## src/rtl/bus_arbiter_pkg.sv

```systemverilog
// Shared types and default widths for the bus arbiter and its clients.
package bus_arbiter_pkg;

  localparam int unsigned SLAVE_LEN_DEF = 2;
  localparam int unsigned BURST_LEN_DEF = 12;
  localparam int unsigned TIMEOUT_DEF   = 255;
  localparam int unsigned TMO_W         = 8;

  typedef enum logic [1:0] {
    IDLE       = 2'd0,
    WAIT_SLAVE = 2'd1,
    XFER       = 2'd2,
    RELEASE    = 2'd3
  } state_e;

  typedef enum logic {
    M1 = 1'b0,
    M2 = 1'b1
  } master_e;

endpackage

```

## src/rtl/bus_arbiter_if.sv

```systemverilog
// Request/grant bundle between two bus masters, the slaves and the arbiter.
interface bus_arbiter_if
  import bus_arbiter_pkg::*;
#(
  parameter int unsigned SLAVE_LEN = SLAVE_LEN_DEF,
  parameter int unsigned BURST_LEN = BURST_LEN_DEF
);
  localparam int unsigned N_SLAVES = 1 << SLAVE_LEN;

  logic                 req_m1;
  logic                 req_m2;
  logic [BURST_LEN-1:0] burst_num_m1;
  logic [BURST_LEN-1:0] burst_num_m2;
  logic [SLAVE_LEN-1:0] slave_select_m1;
  logic [SLAVE_LEN-1:0] slave_select_m2;
  logic [N_SLAVES-1:0]  slave_ready;
  logic                 beat_done;
  logic                 grant_m1;
  logic                 grant_m2;
  logic [N_SLAVES-1:0]  slave_en;
  logic                 bus_busy;
  logic [BURST_LEN-1:0] beats_left;
  logic                 arb_error;

  // Arbiter side: takes requests and slave status, drives ownership.
  modport slave (
    input  req_m1, req_m2, burst_num_m1, burst_num_m2,
    input  slave_select_m1, slave_select_m2, slave_ready, beat_done,
    output grant_m1, grant_m2, slave_en, bus_busy, beats_left, arb_error
  );

  // Requester/environment side.
  modport master (
    output req_m1, req_m2, burst_num_m1, burst_num_m2,
    output slave_select_m1, slave_select_m2, slave_ready, beat_done,
    input  grant_m1, grant_m2, slave_en, bus_busy, beats_left, arb_error
  );

endinterface

```

## src/rtl/bus_arbiter_rr_select.sv

```systemverilog
// Two-way round-robin pick: a tie goes to the master that was not granted last.
module rr_select
  import bus_arbiter_pkg::*;
(
  input  logic    req_m1,
  input  logic    req_m2,
  input  master_e last,
  output master_e winner,
  output logic    valid
);

  always_comb begin
    valid  = req_m1 | req_m2;
    winner = M1;
    if (req_m1 && req_m2) begin
      winner = (last == M1) ? M2 : M1;
    end else if (req_m2) begin
      winner = M2;
    end
  end

endmodule

```

## src/rtl/bus_arbiter.sv

```systemverilog
// Two-master bus arbiter: round-robin grant, slave wait, beat counting,
// idle timeout abort and a one-cycle release gap between owners.
module bus_arbiter
  import bus_arbiter_pkg::*;
#(
  parameter int unsigned SLAVE_LEN = SLAVE_LEN_DEF,
  parameter int unsigned BURST_LEN = BURST_LEN_DEF,
  parameter int unsigned TIMEOUT   = TIMEOUT_DEF
) (
  input  logic         clk,
  input  logic         reset,
  bus_arbiter_if.slave bus
);

  localparam int unsigned          N_SLAVES = 1 << SLAVE_LEN;
  localparam logic [TMO_W-1:0]     TMO_LAST = TMO_W'(TIMEOUT - 1);
  localparam logic [BURST_LEN-1:0] ONE_BEAT = BURST_LEN'(1);

  state_e               state_q, state_d;
  master_e              owner_q, owner_d;
  master_e              last_q, last_d;
  master_e              rr_winner;
  logic                 rr_valid;
  logic                 owner_req;
  logic                 slave_rdy;
  logic                 active_d;
  logic [SLAVE_LEN-1:0] sel_q, sel_d, req_sel;
  logic [BURST_LEN-1:0] beats_q, beats_d, req_burst;
  logic [TMO_W-1:0]     tmo_q, tmo_d;
  logic                 grant_m1_q, grant_m1_d;
  logic                 grant_m2_q, grant_m2_d;
  logic                 busy_q, busy_d;
  logic                 err_q, err_d;
  logic [N_SLAVES-1:0]  slave_en_q, slave_en_d;

  rr_select u_rr_select (
    .req_m1 (bus.req_m1),
    .req_m2 (bus.req_m2),
    .last   (last_q),
    .winner (rr_winner),
    .valid  (rr_valid)
  );

  assign owner_req = (owner_q == M1) ? bus.req_m1 : bus.req_m2;
  assign slave_rdy = bus.slave_ready[sel_q];
  assign req_sel   = (rr_winner == M1) ? bus.slave_select_m1 : bus.slave_select_m2;
  assign req_burst = (rr_winner == M1) ? bus.burst_num_m1 : bus.burst_num_m2;

  // Next state plus the next value of every registered output.
  always_comb begin
    state_d = state_q;
    owner_d = owner_q;
    last_d  = last_q;
    sel_d   = sel_q;
    beats_d = beats_q;
    tmo_d   = tmo_q;
    err_d   = 1'b0;

    case (state_q)
      IDLE: begin
        if (rr_valid) begin
          state_d = WAIT_SLAVE;
          owner_d = rr_winner;
          sel_d   = req_sel;
          beats_d = (req_burst == '0) ? ONE_BEAT : req_burst;
          tmo_d   = '0;
        end
      end
      WAIT_SLAVE: begin
        if (!owner_req) begin
          state_d = RELEASE;
        end else if (slave_rdy) begin
          state_d = XFER;
          tmo_d   = '0;
        end else if (tmo_q == TMO_LAST) begin
          state_d = RELEASE;
          err_d   = 1'b1;
        end else begin
          tmo_d = tmo_q + TMO_W'(1);
        end
      end
      XFER: begin
        if (!owner_req) begin
          state_d = RELEASE;
        end else if (bus.beat_done) begin
          tmo_d = '0;
          if (beats_q <= ONE_BEAT) begin
            state_d = RELEASE;
          end else begin
            beats_d = beats_q - ONE_BEAT;
          end
        end else if (tmo_q == TMO_LAST) begin
          state_d = RELEASE;
          err_d   = 1'b1;
        end else begin
          tmo_d = tmo_q + TMO_W'(1);
        end
      end
      RELEASE: begin
        state_d = IDLE;
        last_d  = owner_q;
      end
      default: state_d = IDLE;
    endcase

    // The release gap always shows zero beats and a fresh timeout count.
    if (state_d == RELEASE) begin
      beats_d = '0;
      tmo_d   = '0;
    end

    active_d   = (state_d == WAIT_SLAVE) || (state_d == XFER);
    grant_m1_d = active_d && (owner_d == M1);
    grant_m2_d = active_d && (owner_d == M2);
    slave_en_d = active_d ? (N_SLAVES'(1) << sel_d) : '0;
    busy_d     = (state_d != IDLE);
  end

  always_ff @(posedge clk or negedge reset) begin
    if (!reset) begin
      state_q    <= IDLE;
      owner_q    <= M1;
      last_q     <= M2;
      sel_q      <= '0;
      beats_q    <= '0;
      tmo_q      <= '0;
      grant_m1_q <= 1'b0;
      grant_m2_q <= 1'b0;
      slave_en_q <= '0;
      busy_q     <= 1'b0;
      err_q      <= 1'b0;
    end else begin
      state_q    <= state_d;
      owner_q    <= owner_d;
      last_q     <= last_d;
      sel_q      <= sel_d;
      beats_q    <= beats_d;
      tmo_q      <= tmo_d;
      grant_m1_q <= grant_m1_d;
      grant_m2_q <= grant_m2_d;
      slave_en_q <= slave_en_d;
      busy_q     <= busy_d;
      err_q      <= err_d;
    end
  end

  assign bus.grant_m1   = grant_m1_q;
  assign bus.grant_m2   = grant_m2_q;
  assign bus.slave_en   = slave_en_q;
  assign bus.bus_busy   = busy_q;
  assign bus.beats_left = beats_q;
  assign bus.arb_error  = err_q;

endmodule

```

## src/flat_wrapper.sv

```systemverilog
// flat-port wrapper written by rule: the top's interface ports become plain ports
module bus_arbiter_flat import bus_arbiter_pkg::*;
#(
  parameter int unsigned SLAVE_LEN = SLAVE_LEN_DEF,
  parameter int unsigned BURST_LEN = BURST_LEN_DEF,
  parameter int unsigned TIMEOUT   = TIMEOUT_DEF
)
  (clk, reset, bus_req_m1, bus_req_m2, bus_burst_num_m1, bus_burst_num_m2, bus_slave_select_m1, bus_slave_select_m2, bus_slave_ready, bus_beat_done, bus_grant_m1, bus_grant_m2, bus_slave_en, bus_bus_busy, bus_beats_left, bus_arb_error);
  bus_arbiter_if #(.SLAVE_LEN(SLAVE_LEN), .BURST_LEN(BURST_LEN)) bus_i ();
  input  logic clk;
  input  logic reset;
  input wire logic [$bits(bus_i.req_m1)-1:0] bus_req_m1;
  input wire logic [$bits(bus_i.req_m2)-1:0] bus_req_m2;
  input wire logic [$bits(bus_i.burst_num_m1)-1:0] bus_burst_num_m1;
  input wire logic [$bits(bus_i.burst_num_m2)-1:0] bus_burst_num_m2;
  input wire logic [$bits(bus_i.slave_select_m1)-1:0] bus_slave_select_m1;
  input wire logic [$bits(bus_i.slave_select_m2)-1:0] bus_slave_select_m2;
  input wire logic [$bits(bus_i.slave_ready)-1:0] bus_slave_ready;
  input wire logic [$bits(bus_i.beat_done)-1:0] bus_beat_done;
  output wire logic [$bits(bus_i.grant_m1)-1:0] bus_grant_m1;
  output wire logic [$bits(bus_i.grant_m2)-1:0] bus_grant_m2;
  output wire logic [$bits(bus_i.slave_en)-1:0] bus_slave_en;
  output wire logic [$bits(bus_i.bus_busy)-1:0] bus_bus_busy;
  output wire logic [$bits(bus_i.beats_left)-1:0] bus_beats_left;
  output wire logic [$bits(bus_i.arb_error)-1:0] bus_arb_error;
  assign bus_i.req_m1 = bus_req_m1;
  assign bus_i.req_m2 = bus_req_m2;
  assign bus_i.burst_num_m1 = bus_burst_num_m1;
  assign bus_i.burst_num_m2 = bus_burst_num_m2;
  assign bus_i.slave_select_m1 = bus_slave_select_m1;
  assign bus_i.slave_select_m2 = bus_slave_select_m2;
  assign bus_i.slave_ready = bus_slave_ready;
  assign bus_i.beat_done = bus_beat_done;
  assign bus_grant_m1 = bus_i.grant_m1;
  assign bus_grant_m2 = bus_i.grant_m2;
  assign bus_slave_en = bus_i.slave_en;
  assign bus_bus_busy = bus_i.bus_busy;
  assign bus_beats_left = bus_i.beats_left;
  assign bus_arb_error = bus_i.arb_error;
  bus_arbiter #(.SLAVE_LEN(SLAVE_LEN), .BURST_LEN(BURST_LEN), .TIMEOUT(TIMEOUT)) u_core (.clk(clk), .reset(reset), .bus(bus_i));
endmodule
```

## config.mk

```make
export PLATFORM = sky130hd
export DESIGN_NAME = bus_arbiter_flat
export DESIGN_NICKNAME = d
export VERILOG_FILES = /design/src/rtl/bus_arbiter_pkg.sv /design/src/rtl/bus_arbiter_if.sv /design/src/rtl/bus_arbiter_rr_select.sv /design/src/rtl/bus_arbiter.sv /design/src/flat_wrapper.sv
export SDC_FILE = /design/constraint.sdc
export NUM_CORES = 1
export LEC_CHECK = 0
export CAP_MARGIN = 10
export CORE_ASPECT_RATIO = 0.7
export CORE_MARGIN = 2
export CORE_UTILIZATION = 45
export CTS_CLUSTER_DIAMETER = 200
export DETAILED_ROUTE_END_ITERATION = 7
export PLACE_DENSITY = 0.76
export SETUP_SLACK_MARGIN = 0.02
export SLEW_MARGIN = 20
export SYNTH_ARGS = -nofsm -noshare
export SYNTH_HDL_FRONTEND = slang
export SYNTH_SLANG_ARGS = --single-unit
```

## constraint.sdc

```tcl
create_clock -name clk -period 3.1 [get_ports clk]
set_input_delay 0.775 -clock clk [delete_from_list [all_inputs] [get_ports clk]]
set_output_delay 0.775 -clock clk [all_outputs]
set_load 0.005 [all_outputs]
```

==> metrics.md <==
| Metric | Value |
|---|---|
| Starting Density | `46.0%` |
| Fin util | `65.9%` |
| H-tree Lvls | `2` |
| Remaining Overflow, GRT | `0` |
| Layout area overhead | `43.3%` |
| CP Class | `in -> reg` |
| Max_cap viols | `0` |
| Final Max Tran Viols | `0` |
| Post-DR vias/cell | `5.88` |
| Die area | `5900 sq um` |
| Slew margin rel. | `52.2%` |
| Clock buffer depth | `2` |
| CTS Root Buffer Type | `clkbuf_8` |
| Mapped Area | `2380 sq um` |
| CP Launch Type | `input pin` |
| Worst-Skew Late Latency | `0.29 ns` |
| Seq cells post-synth | `34` |
| Number of primary I/O pins | `57` |
| Routability cong. | `0.922` |
| HP Class | `reg -> reg` |
| Final Hold Vio Count | `0` |
| All-Layer GR Usage | `24.9%` |
| EDFF count, synth | `0` |
| # port buffers | `56` |
| Final instance area | `3410 sq um` |
| F_max | `335 MHz` |
| Status | `finished clean` |
| Syn Nets | `307` |
| Sum Neg Setup Slack | `0 ns` |
| Synthesized instance count | `259` |
| Arrival time worst endpoint | `3.22 ns` |
| First-pass DRT Iterations | `5` |
| Hold wc startpoint | `u_core.tmo_q[7]$_DFFE_PN0P_` |
| Remaining antenna violation count | `0` |
| Area of the core | `5170 sq um` |
| Placement Cell Area | `3240 sq um` |
| Setup Skew | `0.00731 ns` |
| RSZ-0062 raised after global routing | `no` |
| Final setup fails | `0` |
| Global-route wire length before repair | `11,500 um` |
| DRC Markers | `0` |
| YS warnings | `0` |
| Number of antenna diodes | `0` |
| Avg Synthesized Cell Area | `9.19 sq um` |
| Ranking of synthesized cells by area | `dfrtp_1 (35%), ha_1 (5.8%), mux2i_1 (5.5%), o21ai_0 (4.0%), nand2_1 (3.6%)` |
| Synth unique cells | `58` |
| Async SR Flop Fraction | `100%` |
| Cts hold-fix bufs | `0` |
| Vias in the first global route | `2,349` |
| Worst EP required | `3.34 ns` |
| Post-place setup slack | `-0.540 ns` |
| Post-Route WL | `7030 um` |
| Initial DRC Count | `272` |
| HPWL after DPL | `5350 um` |
| CTS Buf Count | `5` |
| Initial antenna violation count | `0` |
| Synth top area share | `34.7%` |
| Die X | `90.9 um` |
| Fraction of layout cells with a size suffix above 1 | `21.9%` |
| Reg-to-Reg Start | `u_core.tmo_q[0]$_DFFE_PN0P_` |
| Dominant synthesized flop cell | `dfrtp_1` |
| Worst-path fanout max | `5` |
| Register area share after synthesis | `35.8%` |
| Overall power | `3.19 mW` |
| CP endpoint kind | `flip-flop` |
| Final Cycle Share | `96.2%` |
| Post-route setup slack | `0.117 ns` |
| Sinks on Clock Net | `34` |
| Nets | `394` |
| Post-route minimum period | `2.98 ns` |
| Actual slew at the worst max-slew pin | `0.716 ns` |
| Cell Rows | `22` |
| Post-DR wirelength/cell | `16.8 um` |
| CTS clock-pin slew for the worst setup and hold paths | `0.08 ns` |
| Filler Cells Inserted | `439` |
| Post-synth top area cell | `dfrtp_1` |
| CTS tree | `built` |
| PD cells | `935 nW/um^2` |
| Vias after detailed routing | `2,465` |
| Die height | `64.8 um` |
| Largest net degree at the start of global routing | `35` |
| Maximum VDD drop | `0.000598 V` |
| Pleak | `1.39 nW` |
| Critical path startpoint | `bus_beat_done` |
-- repair_timing --
item	in CTS	in global routing
resized for setup	20	13
pin swaps	6	4
buffers inserted	1	1
setup endpoints to repair	18	11
cloned	1	0
-- worst max-delay path: stages --
cell	delay [ns]
dlygate4sd2_1	0.29
or4_1	0.52
nand3_1	0.12
nand4_1	0.13
ha_2	0.22
or4bb_4	0.54
o21ai_4	0.11
o311ai_4	0.16
nor3_2	0.20
o22a_1	0.15
-- final cells by class --
cell class | instances | area [sq um] | area share [%]
clock buffer | 6 | 82.6 | 2.42
clock inverter | 2 | 12.5 | 0.367
inverter | 13 | 48.8 | 1.43
multi-input combinational | 202 | 1520 | 44.7
sequential | 34 | 852 | 25.0
tap | 72 | 90.1 | 2.64
timing repair buffer | 90 | 801 | 23.5
-- flip-flops by register name, summed over array words and instances, names as in the netlist --
| name | cells |
|---|---|
| u_core.state_q | 2 |
| u_core.last_q | 1 |
| u_core.owner_q | 1 |
| u_core.bus.bus_busy | 1 |
| u_core.bus.arb_error | 1 |
| u_core.sel_q | 2 |
| u_core.bus.grant_m2 | 1 |
| u_core.bus.grant_m1 | 1 |
| u_core.bus.slave_en | 4 |
| u_core.tmo_q | 8 |
| u_core.bus.beats_left | 12 |
-- through the flow --
step | hold WS [ns] | instances
global route | 0.542 | 419
finish | 0.502 | 419
floorplan | 0.474 | 259
global placement | 0.492 | 408
CTS | 0.499 | 418
detailed placement | 0.498 | 408
-- cell usage in the layout, fill, tap and decap left out, drive strengths merged, types with 3 or more instances in the layout --
master | netlist | final
clkdlybuf4s50 | 0 | 49
buf | 7 | 38
dfrtp | 33 | 33
o21ai | 28 | 28
nand2 | 24 | 24
nor2 | 19 | 19
inv | 13 | 13
mux2i | 13 | 13
ha | 11 | 11
a21oi | 9 | 9
nor3 | 9 | 9
o22ai | 8 | 8
a22o | 8 | 8
nand3 | 8 | 8
clkbuf | 4 | 8
nor4 | 7 | 7
o31ai | 5 | 5
mux2 | 4 | 4
a221o | 4 | 4
or4 | 3 | 3
nand4 | 3 | 3
o311ai | 2 | 3
-- cell families after synthesis --
group | after synthesis | share of synthesized area (%)
AO/OA/AOI/OAI | 86 | 27.6
AND/OR/NAND/NOR | 86 | 18.2
flip-flops | 34 | 35.8
buffers and inverters | 24 | 4.26
multiplexers | 18 | 8.31
adder cells (fa/ha/maj) | 11 | 5.78
-- report_power, final --
| group | switching, mW | total (mW) | internal [mW] |
|---|---|---|---|
| Clock | 0.164 | 0.343 | 0.178 |
| Sequential | 0.148 | 0.754 | 0.606 |
| Combinational | 1.09 | 2.09 | 1.01 |
-- path summary, 6_finish.rpt --
| path | endpoint | slack, ns | depth (start not counted) |
|---|---|---|---|
| setup reg to reg | u_core.tmo_q[7]$_DFFE_PN0P_ | 0.13 | 13 |
| min in group asynchronous | u_core.tmo_q[0]$_DFFE_PN0P_ | 0.89 | 2 |
| hold / removal | u_core.tmo_q[7]$_DFFE_PN0P_ | 0.50 | 1 |
| hold reg to reg | u_core.tmo_q[7]$_DFFE_PN0P_ | 0.50 | 1 |
| max in group asynchronous | u_core.last_q$_DFFE_PN1N_ | 1.87 | 2 |
| setup / recovery | u_core.tmo_q[7]$_DFFE_PN0P_ | 0.12 | 10 |
-- synth_stat cells (all sizes together) (3+ instances only) --
| master | instances |
|---|---|
| a22o | 8 |
| or4 | 3 |
| nor3 | 9 |
| buf | 7 |
| nor2 | 19 |
| dfrtp | 33 |
| inv | 13 |
| ha | 11 |
| a221o | 4 |
| nand3 | 8 |
| nand4 | 3 |
| nor4 | 7 |
| mux2 | 4 |
| clkbuf | 4 |
| o22ai | 8 |
| nand2 | 24 |
| o21ai | 28 |
| mux2i | 13 |
| o31ai | 5 |
| a21oi | 9 |
-- metal layers --
metal,up-vias,share of wire (%),global-route usage (%)
li1,1179,-,-
met1,1178,49,36.5
met2,103,42,36.3
met3,5,7.5,5.81
met4,0,0.77,7.58
met5,-,0,0
(Power assumes the default switching activity.)
